## src/rtl/bank_ring_if.sv

```systemverilog
// Handshake bundle between the bank ring scheduler and its clients.
// master: DMA fill sequencer and PE-array drain sequencer (plus flush source).
// slave : the scheduler itself.
interface bank_ring_if #(parameter int NUM_BANKS = 2);
    localparam int BANK_W = $clog2(NUM_BANKS);
    localparam int CNT_W  = $clog2(NUM_BANKS + 1);

    logic              flush;
    logic              fill_req;
    logic              fill_gnt;
    logic [BANK_W-1:0] fill_bank;
    logic              fill_done;
    logic              drain_valid;
    logic              drain_ready;
    logic [BANK_W-1:0] drain_bank;
    logic              drain_done;
    logic [CNT_W-1:0]  full_count;
    logic [CNT_W-1:0]  free_count;
    logic              proto_err;

    modport master (
        output flush, fill_req, fill_done, drain_ready, drain_done,
        input  fill_gnt, fill_bank, drain_valid, drain_bank,
               full_count, free_count, proto_err
    );

    modport slave (
        input  flush, fill_req, fill_done, drain_ready, drain_done,
        output fill_gnt, fill_bank, drain_valid, drain_bank,
               full_count, free_count, proto_err
    );
endinterface

```

## src/rtl/bank_ring_scheduler.sv

```systemverilog
// Ring scheduler for NUM_BANKS buffer banks: fill side is granted FREE banks
// in ring order, drain side is offered FULL banks in the same order.
// Optional stall counters are enabled with BANK_RING_STATS_EN.
module bank_ring_scheduler #(
    parameter int NUM_BANKS = 2
) (
    input  logic         clk,
    input  logic         rst,
    bank_ring_if.slave   bus
`ifdef BANK_RING_STATS_EN
    ,
    output logic [31:0]  fill_stall_cnt,
    output logic [31:0]  drain_stall_cnt
`endif
);
    localparam int BANK_W = $clog2(NUM_BANKS);
    localparam int CNT_W  = $clog2(NUM_BANKS + 1);

    typedef enum logic [1:0] {B_FREE, B_FILLING, B_FULL, B_DRAINING} bank_st_e;

    bank_st_e          bank_q [NUM_BANKS];
    bank_st_e          bank_d [NUM_BANKS];
    logic [BANK_W-1:0] wr_ptr_q, wr_ptr_d, rd_ptr_q, rd_ptr_d;
    logic [BANK_W-1:0] fill_bank_q, fill_bank_d;
    logic              fill_busy_q, fill_busy_d, drain_busy_q, drain_busy_d;
    logic              fill_gnt_q, fill_gnt_d, drain_valid_q, drain_valid_d;
    logic              proto_err_q, proto_err_d;
    logic [CNT_W-1:0]  full_cnt_q, full_cnt_d, free_cnt_q, free_cnt_d;
    logic              grant, fill_ok, accept, drain_ok;

    // Pointers are not power-of-two sized, so wrap explicitly.
    function automatic logic [BANK_W-1:0] ring_inc(input logic [BANK_W-1:0] p);
        return (p == BANK_W'(NUM_BANKS - 1)) ? '0 : p + 1'b1;
    endfunction

    // Next-state for bank states, pointers, handshakes and counts.
    always_comb begin
        bank_d        = bank_q;
        wr_ptr_d      = wr_ptr_q;
        rd_ptr_d      = rd_ptr_q;
        fill_bank_d   = fill_bank_q;
        fill_busy_d   = fill_busy_q;
        drain_busy_d  = drain_busy_q;
        fill_gnt_d    = 1'b0;
        proto_err_d   = proto_err_q;

        // grant and fill_ok are mutually exclusive via fill_busy; likewise
        // accept (needs drain_valid, hence !drain_busy) and drain_ok.
        grant    = bus.fill_req && !fill_busy_q && (bank_q[wr_ptr_q] == B_FREE);
        fill_ok  = bus.fill_done && fill_busy_q;
        accept   = drain_valid_q && bus.drain_ready;
        drain_ok = bus.drain_done && drain_busy_q;

        if (grant) begin
            bank_d[wr_ptr_q] = B_FILLING;
            fill_busy_d      = 1'b1;
            fill_gnt_d       = 1'b1;
            fill_bank_d      = wr_ptr_q;
        end
        if (fill_ok) begin
            bank_d[fill_bank_q] = B_FULL;
            wr_ptr_d            = ring_inc(wr_ptr_q);
            fill_busy_d         = 1'b0;
        end
        if (accept) begin
            bank_d[rd_ptr_q] = B_DRAINING;
            drain_busy_d     = 1'b1;
        end
        if (drain_ok) begin
            bank_d[rd_ptr_q] = B_FREE;
            rd_ptr_d         = ring_inc(rd_ptr_q);
            drain_busy_d     = 1'b0;
        end
        if ((bus.fill_done && !fill_busy_q) || (bus.drain_done && !drain_busy_q))
            proto_err_d = 1'b1;

        // Flush wins over everything except the sticky error flag.
        if (bus.flush) begin
            for (int i = 0; i < NUM_BANKS; i++) bank_d[i] = B_FREE;
            wr_ptr_d     = '0;
            rd_ptr_d     = '0;
            fill_bank_d  = '0;
            fill_busy_d  = 1'b0;
            drain_busy_d = 1'b0;
            fill_gnt_d   = 1'b0;
        end

        // Outputs are derived from the next state so they line up with it.
        drain_valid_d = !drain_busy_d && (bank_d[rd_ptr_d] == B_FULL);
        full_cnt_d    = '0;
        free_cnt_d    = '0;
        for (int i = 0; i < NUM_BANKS; i++) begin
            if (bank_d[i] == B_FULL) full_cnt_d = full_cnt_d + 1'b1;
            if (bank_d[i] == B_FREE) free_cnt_d = free_cnt_d + 1'b1;
        end
    end

    // State registers with async active-low reset.
    always_ff @(posedge clk or negedge rst) begin
        if (!rst) begin
            for (int i = 0; i < NUM_BANKS; i++) bank_q[i] <= B_FREE;
            wr_ptr_q      <= '0;
            rd_ptr_q      <= '0;
            fill_bank_q   <= '0;
            fill_busy_q   <= 1'b0;
            drain_busy_q  <= 1'b0;
            fill_gnt_q    <= 1'b0;
            drain_valid_q <= 1'b0;
            proto_err_q   <= 1'b0;
            full_cnt_q    <= '0;
            free_cnt_q    <= CNT_W'(NUM_BANKS);
        end else begin
            bank_q        <= bank_d;
            wr_ptr_q      <= wr_ptr_d;
            rd_ptr_q      <= rd_ptr_d;
            fill_bank_q   <= fill_bank_d;
            fill_busy_q   <= fill_busy_d;
            drain_busy_q  <= drain_busy_d;
            fill_gnt_q    <= fill_gnt_d;
            drain_valid_q <= drain_valid_d;
            proto_err_q   <= proto_err_d;
            full_cnt_q    <= full_cnt_d;
            free_cnt_q    <= free_cnt_d;
        end
    end

    assign bus.fill_gnt    = fill_gnt_q;
    assign bus.fill_bank   = fill_bank_q;
    assign bus.drain_valid = drain_valid_q;
    assign bus.drain_bank  = rd_ptr_q;
    assign bus.full_count  = full_cnt_q;
    assign bus.free_count  = free_cnt_q;
    assign bus.proto_err   = proto_err_q;

`ifdef BANK_RING_STATS_EN
    logic [31:0] fill_stall_q, fill_stall_d, drain_stall_q, drain_stall_d;

    // Saturating stall counters, cleared by flush.
    always_comb begin
        fill_stall_d  = fill_stall_q;
        drain_stall_d = drain_stall_q;
        if (bus.fill_req && !fill_busy_q && (bank_q[wr_ptr_q] != B_FREE) && (fill_stall_q != '1))
            fill_stall_d = fill_stall_q + 1'b1;
        if (bus.drain_ready && !drain_valid_q && !drain_busy_q && (drain_stall_q != '1))
            drain_stall_d = drain_stall_q + 1'b1;
        if (bus.flush) begin
            fill_stall_d  = '0;
            drain_stall_d = '0;
        end
    end

    // Stall counter registers.
    always_ff @(posedge clk or negedge rst) begin
        if (!rst) begin
            fill_stall_q  <= '0;
            drain_stall_q <= '0;
        end else begin
            fill_stall_q  <= fill_stall_d;
            drain_stall_q <= drain_stall_d;
        end
    end

    assign fill_stall_cnt  = fill_stall_q;
    assign drain_stall_cnt = drain_stall_q;
`endif
endmodule

```

## src/flat_wrapper.sv

```systemverilog
// flat-port wrapper written by rule: the top's interface ports become plain ports
module bank_ring_scheduler_flat 
#(
    parameter int NUM_BANKS = 2
)
  (clk, rst, bus_flush, bus_fill_req, bus_fill_done, bus_drain_ready, bus_drain_done, bus_fill_gnt, bus_fill_bank, bus_drain_valid, bus_drain_bank, bus_full_count, bus_free_count, bus_proto_err);
  bank_ring_if #(.NUM_BANKS(NUM_BANKS)) bus_i ();
  input  logic clk;
  input  logic rst;
  input wire logic [$bits(bus_i.flush)-1:0] bus_flush;
  input wire logic [$bits(bus_i.fill_req)-1:0] bus_fill_req;
  input wire logic [$bits(bus_i.fill_done)-1:0] bus_fill_done;
  input wire logic [$bits(bus_i.drain_ready)-1:0] bus_drain_ready;
  input wire logic [$bits(bus_i.drain_done)-1:0] bus_drain_done;
  output wire logic [$bits(bus_i.fill_gnt)-1:0] bus_fill_gnt;
  output wire logic [$bits(bus_i.fill_bank)-1:0] bus_fill_bank;
  output wire logic [$bits(bus_i.drain_valid)-1:0] bus_drain_valid;
  output wire logic [$bits(bus_i.drain_bank)-1:0] bus_drain_bank;
  output wire logic [$bits(bus_i.full_count)-1:0] bus_full_count;
  output wire logic [$bits(bus_i.free_count)-1:0] bus_free_count;
  output wire logic [$bits(bus_i.proto_err)-1:0] bus_proto_err;
  assign bus_i.flush = bus_flush;
  assign bus_i.fill_req = bus_fill_req;
  assign bus_i.fill_done = bus_fill_done;
  assign bus_i.drain_ready = bus_drain_ready;
  assign bus_i.drain_done = bus_drain_done;
  assign bus_fill_gnt = bus_i.fill_gnt;
  assign bus_fill_bank = bus_i.fill_bank;
  assign bus_drain_valid = bus_i.drain_valid;
  assign bus_drain_bank = bus_i.drain_bank;
  assign bus_full_count = bus_i.full_count;
  assign bus_free_count = bus_i.free_count;
  assign bus_proto_err = bus_i.proto_err;
  bank_ring_scheduler #(.NUM_BANKS(NUM_BANKS)) u_core (.clk(clk), .rst(rst), .bus(bus_i));
endmodule
```

## config.mk

```make
export PLATFORM = sky130hd
export DESIGN_NAME = bank_ring_scheduler_flat
export DESIGN_NICKNAME = d
export VERILOG_FILES = /design/src/rtl/bank_ring_if.sv /design/src/rtl/bank_ring_scheduler.sv /design/src/flat_wrapper.sv
export SDC_FILE = /design/constraint.sdc
export NUM_CORES = 1
export LEC_CHECK = 0
export CAP_MARGIN = 20
export CORE_ASPECT_RATIO = 1.2
export CORE_UTILIZATION = 43
export CTS_CLUSTER_DIAMETER = 40
export DETAILED_ROUTE_END_ITERATION = 8
export PLACE_DENSITY = 0.73
export SETUP_SLACK_MARGIN = 0.02
export SYNTH_ARGS = -nofsm -noshare
export SYNTH_HDL_FRONTEND = slang
export SYNTH_SLANG_ARGS = --single-unit
```

## constraint.sdc

```tcl
create_clock -name clk -period 1.3 [get_ports clk]
set_input_delay 0.195 -clock clk [delete_from_list [all_inputs] [get_ports clk]]
set_output_delay 0.195 -clock clk [all_outputs]
set_load 0.03 [all_outputs]
```

==> impl_metrics.tcl <==
set metrics [dict create \
    status "complete, but fails checks" \
    violations "setup timing" \
    io_pins 16 \
    relSlewSlack 0.770 \
    cts_buffer_depth 2 \
    core-area_um2 1660 \
    hold_class "in -> async" \
    fillerInstances 111 \
    endpoint_kind "register" \
    skew_ps 4.35 \
    power_leakage_nw 0.599 \
    rsz0062_at_grt "yes" \
    gp_congestion 0.784 \
    netlist_area_um2 769 \
    drv_slew 0 \
    post_dp_cell_area_um2 1080 \
    grt_usage 0.258 \
    cts_root_buffer "clkbuf_4" \
    drtPass1Iterations 4 \
    grt_pass1_wl_um 3480 \
    ant_nets 0 \
    most-common-layout-cells "buf_4, nor2_1, dfrtp_1, clkdlybuf4s50_1, dfrtp_2" \
    die_h_um 48.3 \
    vdd_ir_drop_max_mv 0.655 \
    drt_iter0_markers 16 \
    path_clk_slew_ps 100 \
    design.die.area_um2 1960 \
    ys.warnings.count 0 \
    drc 0 \
    grt_pass1_vias 779 \
    setup_violations 3 \
    layout_worst_path_cycle_share 1.09 \
    clkSinkCount 16 \
    path_class "reg -> reg" \
    cts_htree_levels 1 \
    dp_hpwl_um 1280 \
    num_vias 735 \
    period_needed_ps 1410 \
    syn-num-nets 84 \
    drive_gt1_frac 0.474 \
    fin_ws_ps -115 \
    dp_slack_ps -369 \
    insertion_delay_ps 290 \
    place.port_buffers 15 \
    crit_slowest_cell "dfrtp_2" \
    wl_per_cell_um 16.6 \
    holdWs_ps 216 \
    cpPeakStageDelay_ps 450 \
    ys_types 33 \
    worstMarginPinSlew_ps 342 \
    syn-mean-instance-area_um2 10.3 \
    syn_inst 75 \
    antenna_found_initial 0 \
    antenna_cells 0 \
    start_kind "register" \
    cp.required_ps 1480 \
    numCtsBuffers 3 \
    rows 16 \
    max_freq_mhz 707 \
    cap_violations 0 \
    wl_um 2220 \
    grt_max_degree 17 \
    die_w_um 40.6 \
    start_util 0.463 \
    finalPower_mw 1.27 \
    worstPathCellList "nor2b_2, a31o_2, o41ai_4, ha_1" \
    worst_ep_arrival_time_ps 1600 \
    tritoncts "yes" \
    fin_util 0.746 \
    ys_ff_latch 16 \
    final_cell_area_um2 1240 \
    hold_viol 0 \
    viasPerCell 5.49 \
    hold_buffers 0 \
    grt.overflow.total 0 \
    final_common_cell "buf_4" \
    area_delta_synth_final_pct 61.1 \
    power-per-cell-area_nw_per_um2 1020 \
    critPathBufInv 0 \
    ys_seq_area_frac 0.522 \
    cp_top_family "compound AO/OA/AOI/OAI gates" \
    path_max_fanout 5 \
    num-nets-final 126 \
]
[sequential cells by signal, summed over array words and instances, names as in the netlist]
name,flops
u_core.bus.free_count,2
u_core.wr_ptr_q,1
u_core.fill_busy_q,1
u_core.drain_busy_q,1
u_core.bus.full_count,2
u_core.bank_q,4
u_core.bus.drain_valid,1
u_core.bus.drain_bank,1
u_core.bus.fill_bank,1
u_core.bus.proto_err,1
u_core.bus.fill_gnt,1
[path summary, 6_finish.rpt]
| kind | start | end | slack, ps | cells after the start |
|---|---|---|---|---|
| min | rst | u_core.bus.full_count[0] | 220 | 2 |
| max | u_core.fill_busy_q | u_core.bus.free_count[0] | -110 | 4 |
| max reg2reg | u_core.fill_busy_q | u_core.bus.free_count[0] | -110 | 4 |
| min in group clk | u_core.bus.proto_err | u_core.bus.proto_err | 500 | 2 |
| min reg2reg | u_core.bus.proto_err | u_core.bus.proto_err | 500 | 2 |
| max in group asynchronous | rst | u_core.bus.free_count[1] | 840 | 2 |
[power by group]
part / switching (mW) / internal, mW
registers: 0.0354 / 0.544
clock network: 0.168 / 0.171
logic: 0.188 / 0.164
total: 0.392 / 0.878
[what timing repair did]
action | in CTS | in global routing
gates cloned | 0 | 0
resized for setup | 19 | 13
buffers inserted | 4 | 3
pin swaps | 3 | 0
setup endpoints to repair | 12 | 10
[cell families after synthesis]
| family | synth area share |
|---|---|
| AOI/OAI and AO/OA | 0.179 |
| muxes | 0.0260 |
| xor gates and xnor gates | 0.0114 |
| and+or+nand+nor | 0.198 |
| DFF | 0.522 |
| adders and majority gates | 0.0325 |
| buffers and inverters | 0.0309 |
[metal layers]
metal	up-vias	routed length [um]	GRT usage
met5	-	0	0
met3	4	61	0.0505
met4	0	25	0.111
met2	19	1180	0.399
li1	344	-	-
met1	368	955	0.335
[metrics by stage]
step | cells | TNS (ps)
floorplan | 75 | -93.1
global placement | 124 | -1280
detailed placement | 124 | -1540
CTS | 132 | -173
global route | 134 | -406
finish | 134 | -274
[area by class of cell]
type                    count  area [um^2]  share of cell area
flip-flops and latches     16          409               0.330
multi-input cells          53          440               0.355
well taps                  18         22.5              0.0182
repair buffers             38          313               0.252
inverters                   5         18.8              0.0151
clock buffers               4         36.3              0.0293
[synthesized netlist by cell type (all sizes together)]
cell type,instances,share of area
o21ai,3,0.020
o311ai,1,0.011
nand3,2,0.013
nor3,2,0.013
o31ai,1,0.0098
a21o,1,0.0098
nand2,5,0.024
buf,1,0.0065
a21oi,6,0.044
a31oi,1,0.0081
dfstp,1,0.034
nor2,11,0.057
dfrtp,15,0.49
ha,2,0.033
xor2,1,0.011
a221oi,1,0.020
a31o,1,0.011
nand3b,2,0.024
mux2i,2,0.026
o41ai,1,0.021
nand2b,2,0.016
and3,2,0.016
nor3b,1,0.0098
or3,1,0.0081
a22o,1,0.011
a21bo,1,0.013
and2,1,0.0081
nor2b,1,0.0081
inv,5,0.024
No activity file was read; power rests on OpenSTA's default activity.
